## config.mk

```make
export PLATFORM = sky130hd
export DESIGN_NAME = txrx_sequencer_flat
export DESIGN_NICKNAME = d
export VERILOG_FILES = /design/src/rtl/txrx_sequencer_if.sv /design/src/rtl/txrx_sequencer.sv /design/src/flat_wrapper.sv
export SDC_FILE = /design/constraint.sdc
export NUM_CORES = 1
export LEC_CHECK = 0
export ABC_CLOCK_PERIOD_IN_PS = 2000
export CELL_PAD_IN_SITES_DETAIL_PLACEMENT = 1
export CELL_PAD_IN_SITES_GLOBAL_PLACEMENT = 2
export CORE_ASPECT_RATIO = 0.9
export CORE_MARGIN = 10
export CORE_UTILIZATION = 29
export DETAILED_ROUTE_END_ITERATION = 16
export PLACE_DENSITY = 0.78
export SYNTH_ARGS = -nofsm -noshare
export SYNTH_HDL_FRONTEND = slang
export SYNTH_SLANG_ARGS = --single-unit
```

## constraint.sdc

```tcl
create_clock -name clk -period 2 [get_ports clk]
set_input_delay 0.4 -clock clk [delete_from_list [all_inputs] [get_ports clk]]
set_output_delay 0.4 -clock clk [all_outputs]
set_load 0.005 [all_outputs]
```

## src/rtl/txrx_sequencer_if.sv

```systemverilog
// Handshake and status bundle between a packet requester and the txrx_sequencer.
interface txrx_sequencer_if #(
    parameter int LEN_W = 8
);
    logic             start;
    logic [LEN_W-1:0] pkt_len;
    logic             stall;
    logic             abort;
    logic             en_stuf;
    logic             en_nrzi;
    logic             en_unstuf;
    logic             en_sipo;
    logic             busy;
    logic             done;
    logic [LEN_W-1:0] bit_cnt;
    logic             err;

    modport master (
        output start, pkt_len, stall, abort,
        input  en_stuf, en_nrzi, en_unstuf, en_sipo,
        input  busy, done, bit_cnt, err
    );

    modport slave (
        input  start, pkt_len, stall, abort,
        output en_stuf, en_nrzi, en_unstuf, en_sipo,
        output busy, done, bit_cnt, err
    );
endinterface

```

## src/rtl/txrx_sequencer.sv

```systemverilog
// Stage-enable sequencer for the stuff/NRZI/unstuff/SIPO chain.
// Optional stall timeout enabled by defining SEQ_TIMEOUT_EN.
module txrx_sequencer #(
    parameter int LEN_W     = 8,
    parameter int STALL_MAX = 7
) (
    input  logic           clk,
    input  logic           rst,
    txrx_sequencer_if.slave bus
);

    typedef enum logic [3:0] {
        S_IDLE   = 4'd0,
        S_RAMP1  = 4'd1,
        S_RAMP2  = 4'd2,
        S_RUN    = 4'd3,
        S_DRAIN1 = 4'd4,
        S_DRAIN2 = 4'd5,
        S_DRAIN3 = 4'd6,
        S_DONE   = 4'd7,
        S_ERR    = 4'd8
    } state_t;

    state_t           state;
    state_t           state_nxt;
    logic [LEN_W-1:0] len_q;
    logic [LEN_W-1:0] cnt_q;
    logic             accept;
    logic             last_bit;

    assign accept   = (state == S_IDLE) && bus.start && !bus.abort
                   && (bus.pkt_len != '0);
    assign last_bit = (cnt_q == len_q - LEN_W'(1));

`ifdef SEQ_TIMEOUT_EN
    localparam int SC_W = $clog2(STALL_MAX + 1);
    localparam logic [SC_W-1:0] SC_LAST = SC_W'(STALL_MAX - 1);

    logic [SC_W-1:0] stall_cnt;
    logic            stall_timeout;

    assign stall_timeout = (stall_cnt == SC_LAST);

    // Counts only consecutive stalled RUN cycles; anything else restarts it.
    always_ff @(posedge clk or posedge rst) begin
        if (rst)
            stall_cnt <= '0;
        else if (state == S_RUN && bus.stall && !bus.abort)
            stall_cnt <= stall_cnt + SC_W'(1);
        else
            stall_cnt <= '0;
    end
`else
    localparam int unused_stall_max = STALL_MAX;
`endif

    always_ff @(posedge clk or posedge rst) begin
        if (rst)
            state <= S_IDLE;
        else
            state <= state_nxt;
    end

    always_comb begin
        state_nxt = S_IDLE;
        unique case (state)
            S_IDLE:   state_nxt = accept ? S_RAMP1 : S_IDLE;
            S_RAMP1:  state_nxt = bus.abort ? S_IDLE : S_RAMP2;
            S_RAMP2:  state_nxt = bus.abort ? S_IDLE : S_RUN;
            S_RUN: begin
                if (bus.abort)
                    state_nxt = S_IDLE;
                else if (bus.stall)
`ifdef SEQ_TIMEOUT_EN
                    state_nxt = stall_timeout ? S_ERR : S_RUN;
`else
                    state_nxt = S_RUN;
`endif
                else
                    state_nxt = last_bit ? S_DRAIN1 : S_RUN;
            end
            S_DRAIN1: state_nxt = bus.abort ? S_IDLE : S_DRAIN2;
            S_DRAIN2: state_nxt = bus.abort ? S_IDLE : S_DRAIN3;
            S_DRAIN3: state_nxt = bus.abort ? S_IDLE : S_DONE;
            S_DONE:   state_nxt = S_IDLE;
`ifdef SEQ_TIMEOUT_EN
            S_ERR:    state_nxt = bus.abort ? S_IDLE : S_ERR;
`else
            S_ERR:    state_nxt = S_IDLE;
`endif
            default:  state_nxt = S_IDLE;
        endcase
    end

    always_ff @(posedge clk or posedge rst) begin
        if (rst) begin
            len_q <= '0;
            cnt_q <= '0;
        end else if (accept) begin
            len_q <= bus.pkt_len;
            cnt_q <= '0;
        end else if (state == S_RUN && !bus.abort && !bus.stall) begin
            cnt_q <= cnt_q + LEN_W'(1);
        end
    end

    // Outputs depend on the state register only, never on inputs.
    always_comb begin
        bus.en_stuf   = 1'b0;
        bus.en_nrzi   = 1'b0;
        bus.en_unstuf = 1'b0;
        bus.en_sipo   = 1'b0;
        bus.done      = 1'b0;
        bus.err       = 1'b0;
        bus.busy      = (state != S_IDLE);
        bus.bit_cnt   = cnt_q;
        unique case (state)
            S_RAMP1: begin
                bus.en_stuf = 1'b1;
            end
            S_RAMP2: begin
                bus.en_stuf = 1'b1;
                bus.en_nrzi = 1'b1;
            end
            S_RUN: begin
                bus.en_stuf   = 1'b1;
                bus.en_nrzi   = 1'b1;
                bus.en_unstuf = 1'b1;
                bus.en_sipo   = 1'b1;
            end
            S_DRAIN1: begin
                bus.en_nrzi   = 1'b1;
                bus.en_unstuf = 1'b1;
                bus.en_sipo   = 1'b1;
            end
            S_DRAIN2: begin
                bus.en_unstuf = 1'b1;
                bus.en_sipo   = 1'b1;
            end
            S_DRAIN3: begin
                bus.en_sipo = 1'b1;
            end
            S_DONE: begin
                bus.done = 1'b1;
            end
            S_ERR: begin
`ifdef SEQ_TIMEOUT_EN
                bus.err = 1'b1;
`else
                bus.err = 1'b0;
`endif
            end
            default: begin
                bus.busy = (state != S_IDLE);
            end
        endcase
    end

endmodule

```

## src/flat_wrapper.sv

```systemverilog
// flat-port wrapper written by rule: the top's interface ports become plain ports
module txrx_sequencer_flat 
#(
    parameter int LEN_W     = 8,
    parameter int STALL_MAX = 7
)
  (clk, rst, bus_start, bus_pkt_len, bus_stall, bus_abort, bus_en_stuf, bus_en_nrzi, bus_en_unstuf, bus_en_sipo, bus_busy, bus_done, bus_bit_cnt, bus_err);
  txrx_sequencer_if #(.LEN_W(LEN_W)) bus_i ();
  input  logic clk;
  input  logic rst;
  input wire logic [$bits(bus_i.start)-1:0] bus_start;
  input wire logic [$bits(bus_i.pkt_len)-1:0] bus_pkt_len;
  input wire logic [$bits(bus_i.stall)-1:0] bus_stall;
  input wire logic [$bits(bus_i.abort)-1:0] bus_abort;
  output wire logic [$bits(bus_i.en_stuf)-1:0] bus_en_stuf;
  output wire logic [$bits(bus_i.en_nrzi)-1:0] bus_en_nrzi;
  output wire logic [$bits(bus_i.en_unstuf)-1:0] bus_en_unstuf;
  output wire logic [$bits(bus_i.en_sipo)-1:0] bus_en_sipo;
  output wire logic [$bits(bus_i.busy)-1:0] bus_busy;
  output wire logic [$bits(bus_i.done)-1:0] bus_done;
  output wire logic [$bits(bus_i.bit_cnt)-1:0] bus_bit_cnt;
  output wire logic [$bits(bus_i.err)-1:0] bus_err;
  assign bus_i.start = bus_start;
  assign bus_i.pkt_len = bus_pkt_len;
  assign bus_i.stall = bus_stall;
  assign bus_i.abort = bus_abort;
  assign bus_en_stuf = bus_i.en_stuf;
  assign bus_en_nrzi = bus_i.en_nrzi;
  assign bus_en_unstuf = bus_i.en_unstuf;
  assign bus_en_sipo = bus_i.en_sipo;
  assign bus_busy = bus_i.busy;
  assign bus_done = bus_i.done;
  assign bus_bit_cnt = bus_i.bit_cnt;
  assign bus_err = bus_i.err;
  txrx_sequencer #(.LEN_W(LEN_W), .STALL_MAX(STALL_MAX)) u_core (.clk(clk), .rst(rst), .bus(bus_i));
endmodule
```

==> impl_metrics.py <==
metrics = {
    "power_and_ir_drop": {
        "total_leakage_power_nw": 0.7266,
        "ir_worst_vdd_v": 0.0003856,
        "p_total_mw": 1.376,
        "power.density_mw_per_mm2": 831.2,
    },
    "synthesis": {
        "synth_top_cell_area_share_pct": 40.38,
        "syn_avg_cell_area_um2": 8.920,
        "yosysSeqAreaShare_pct": 40.38,
        "synthArstFlopShare_pct": 100.0,
        "synth.area.top_cells": "dfrtp_1 (40%), nand2_1 (7.7%), xnor2_1 (6.7%), xor2_1 (5.2%), nor2_1 (5.1%)",
        "netlist_area_mm2": 0.001177,
        "syn_inst": 132,
        "synthFlopType": "dfrtp_1",
        "yosys_warnings": 0,
        "synth_largest_area_cell": "dfrtp_1",
        "syn-num-nets": 147,
        "synth_edf_count": 0,
        "ys_types": 34,
        "synth-seq-cells": 19,
    },
    "setup_path": {
        "worstReg2RegEnd": "u_core.state[0]",
        "rr_worst_depth": 7,
        "cpPeakStageDelay_ns": 0.54,
        "cp.required_ns": 1.60,
        "crit_type": "reg2out",
        "cp_top_family": "buffers and inverters",
        "cp_slowest_cell": "clkdlybuf4s50_1",
        "worstPathMaxFanout": 7,
        "crit_cells": 3,
        "critPathBufInv": 1,
        "r2r_slack_ns": 0.09,
        "r2r-start": "u_core.len_q[1]",
        "arrival_ns": 1.56,
        "path_cells": "nand2b_1 > o21ai_1 > clkdlybuf4s50_1",
        "cp-end-kind": "output port",
        "cp-start-kind": "flop",
    },
    "global_route": {
        "grt-ovfl-total": 0,
        "grt_pass1_wl_um": 6258,
        "antenna_found_initial": 0,
        "grt_max_degree": 20,
        "grt_pass1_vias": 1221,
        "grt_usage_pct": 11.11,
    },
    "sta": {
        "fmax_mhz": 511.3,
        "drv_slew": 0,
        "clock_skew_ns": 0.001944,
        "fin_crit_sh_pct": 97.79,
        "min_period_ns": 1.956,
        "rsz0062_at_grt": "true",
        "hold_viol": 0,
        "tns_ns": 0,
        "setup_viol": 0,
    },
    "run_status": {
        "status": "complete, no violations",
    },
    "route": {
        "routed_wl_um": 3802,
        "wl_met3_um": 117,
        "firstDrtPassIters": 6,
        "route.detailed.drc": 0,
        "viasPerCell": 5.046,
        "via_count": 1100,
        "dr.first_iter.drc_count": 47,
        "avgRoutedWirePerCell_um": 17.44,
        "highest_layer": "met4",
        "routed-wl-met2_um": 2029,
        "wl_met1_um": 1623,
        "antenna_left": 0,
    },
    "die": {
        "fp.coreArea_mm2": 0.003810,
        "die_h_um": 80.45,
        "dieArea_mm2": 0.007012,
        "die_w_um": 87.17,
        "start_util_pct": 30.90,
        "io_pins": 28,
        "core.rowCount": 21,
    },
    "cts": {
        "cts_buffers": 3,
        "cts.clk_slew.worst_paths_ns": 0.07,
        "clock-sinks": 19,
        "root_buffer": "clkbuf_8",
        "cts_tree": "yes",
        "clock_latency_ns": 0.26,
        "cts.path.max_buffers": 2,
        "htreeDepth": 1,
    },
    "placement": {
        "gp_congestion": 0.8030,
        "portBuffers": 26,
        "hpwl_um": 2865,
    },
    "layout": {
        "nFillCells": 443,
        "nNetsFinal": 188,
        "fin_util_pct": 43.45,
        "antenna-diode-count": 0,
        "area_growth_pct": 40.60,
        "drive_gt1_share_pct": 17.44,
    },
    "worst_hold_path": {
        "hp-class": "in2async",
    },
    "flow_run": {
        "max-cap-violations": 0,
    },
}
-- worst max-delay path by stage --
| stage | from | slack (ns) | to |
|---|---|---|---|
| after global placement | bus_pkt_len[0] | 0.007 | u_core.bus.bit_cnt[5] |
| after CTS | u_core.state[0] | 0.01 | bus_en_unstuf |
| after detailed placement | bus_pkt_len[0] | -0.02 | u_core.bus.bit_cnt[5] |
| after global routing | u_core.len_q[1] | -0.05 | u_core.state[0] |
| after floorplan | u_core.len_q[0] | 0.26 | u_core.state[0] |
| final | u_core.state[1] | 0.04 | bus_en_unstuf |
-- metal layers --
layer | up-vias | track usage [%]
met4 | 0 | 3.344
met2 | 23 | 19.91
met5 | - | 0
li1 | 536 | -
met1 | 539 | 12.84
met3 | 2 | 2.422
-- tightest hold or removal path, stage by stage --
cell and delay, ns:
clkdlybuf4s50_1 0.40, inv_1 0.05, buf_4 0.26
-- registers in the layout (all words and copies together) (netlist names) --
signal              cells
u_core.bus.bit_cnt      8
u_core.len_q            8
u_core.state            3
-- report_power, final --
| group | total, mW | switching (mW) | internal, mW |
|---|---|---|---|
| registers | 0.534 | 0.0879 | 0.446 |
| logic | 0.566 | 0.281 | 0.285 |
| clock network | 0.276 | 0.134 | 0.142 |
| total | 1.38 | 0.503 | 0.873 |
-- metrics by stage --
stage,setup WS [ns],cells,instance area (µm²),hold WS (ns)
after floorplan,0.2603,132,1177,0.3511
after global placement,0.006987,207,1530,0.5022
after detailed placement,-0.01646,207,1530,0.5479
after CTS,0.01202,213,1603,0.4886
after global routing,-0.04963,218,1655,0.4981
final,0.04415,218,1655,0.4776
-- cell type report --
class                           instances  area, µm²  share of cell area, %
Inverter                                4      15.01                 0.9070
Clock buffer                            4      45.04                  2.721
Sequential cell                        19      479.2                  28.95
Timing Repair Buffer                   41      371.6                  22.45
Multi-Input combinational cell        104      686.9                  41.50
Tap cell                               46      57.56                  3.477
-- synthesized netlist by cell type, types with 2 or more instances --
master and count:
nand2_1 24, dfrtp_1 19, nor2_1 16, xnor2_1 9
xor2_1 7, o21ai_0 6, nand4_1 5, inv_1 4
nand2b_1 4, nand3_1 4, nand3b_1 3, a21oi_1 2
and3_1 2, and4_1 2, clkbuf_1 2, ha_1 2
nor4_1 2, nor4_4 2, or3_1 2
-- placed cells by master (no fill, tap or decap), drive strengths merged --
cell | Yosys | final
xor2 | 7 | 7
xnor2 | 10 | 10
nand2 | 24 | 24
nor2 | 16 | 16
a31oi | 1 | 1
conb | 1 | 1
o211ai | 1 | 1
ha | 2 | 2
nand3 | 4 | 4
nor4 | 4 | 4
clkbuf | 3 | 4
or3 | 2 | 2
buf | 2 | 15
o211a | 1 | 1
nand3b | 3 | 3
nand2b | 4 | 4
a221oi | 1 | 1
inv | 4 | 4
a21oi | 2 | 2
o21ai | 6 | 6
mux2i | 1 | 1
a31o | 1 | 1
dlygate4sd2 | 0 | 1
dfrtp | 19 | 19
a311o | 1 | 1
o2111ai | 1 | 1
nand4 | 5 | 5
clkdlybuf4s50 | 0 | 25
nand4b | 1 | 1
and4 | 2 | 2
and3 | 2 | 2
nor3 | 1 | 1
-- cells by family after synthesis --
| logic type | share of synthesized area [%] |
|---|---|
| flip-flops | 40.38 |
| XOR/XNOR | 13.28 |
| other | 0.3185 |
| adder cells (fa/ha/maj) | 2.125 |
| buffers and inverters | 3.400 |
| multiplexers | 0.8502 |
| AND/OR/NAND/NOR | 30.61 |
| AO/OA/AOI/OAI | 9.034 |
-- repair_timing --
item | 4_1_cts | 5_1_grt
pin swaps | 0 | 2
setup endpoints to repair | 3 | 5
setup buffers | 2 | 5
resized for setup | 6 | 5
hold endpoints to repair | 0 | 0
hold buffers | 0 | 0
Power figures use the tool's default switching activity.
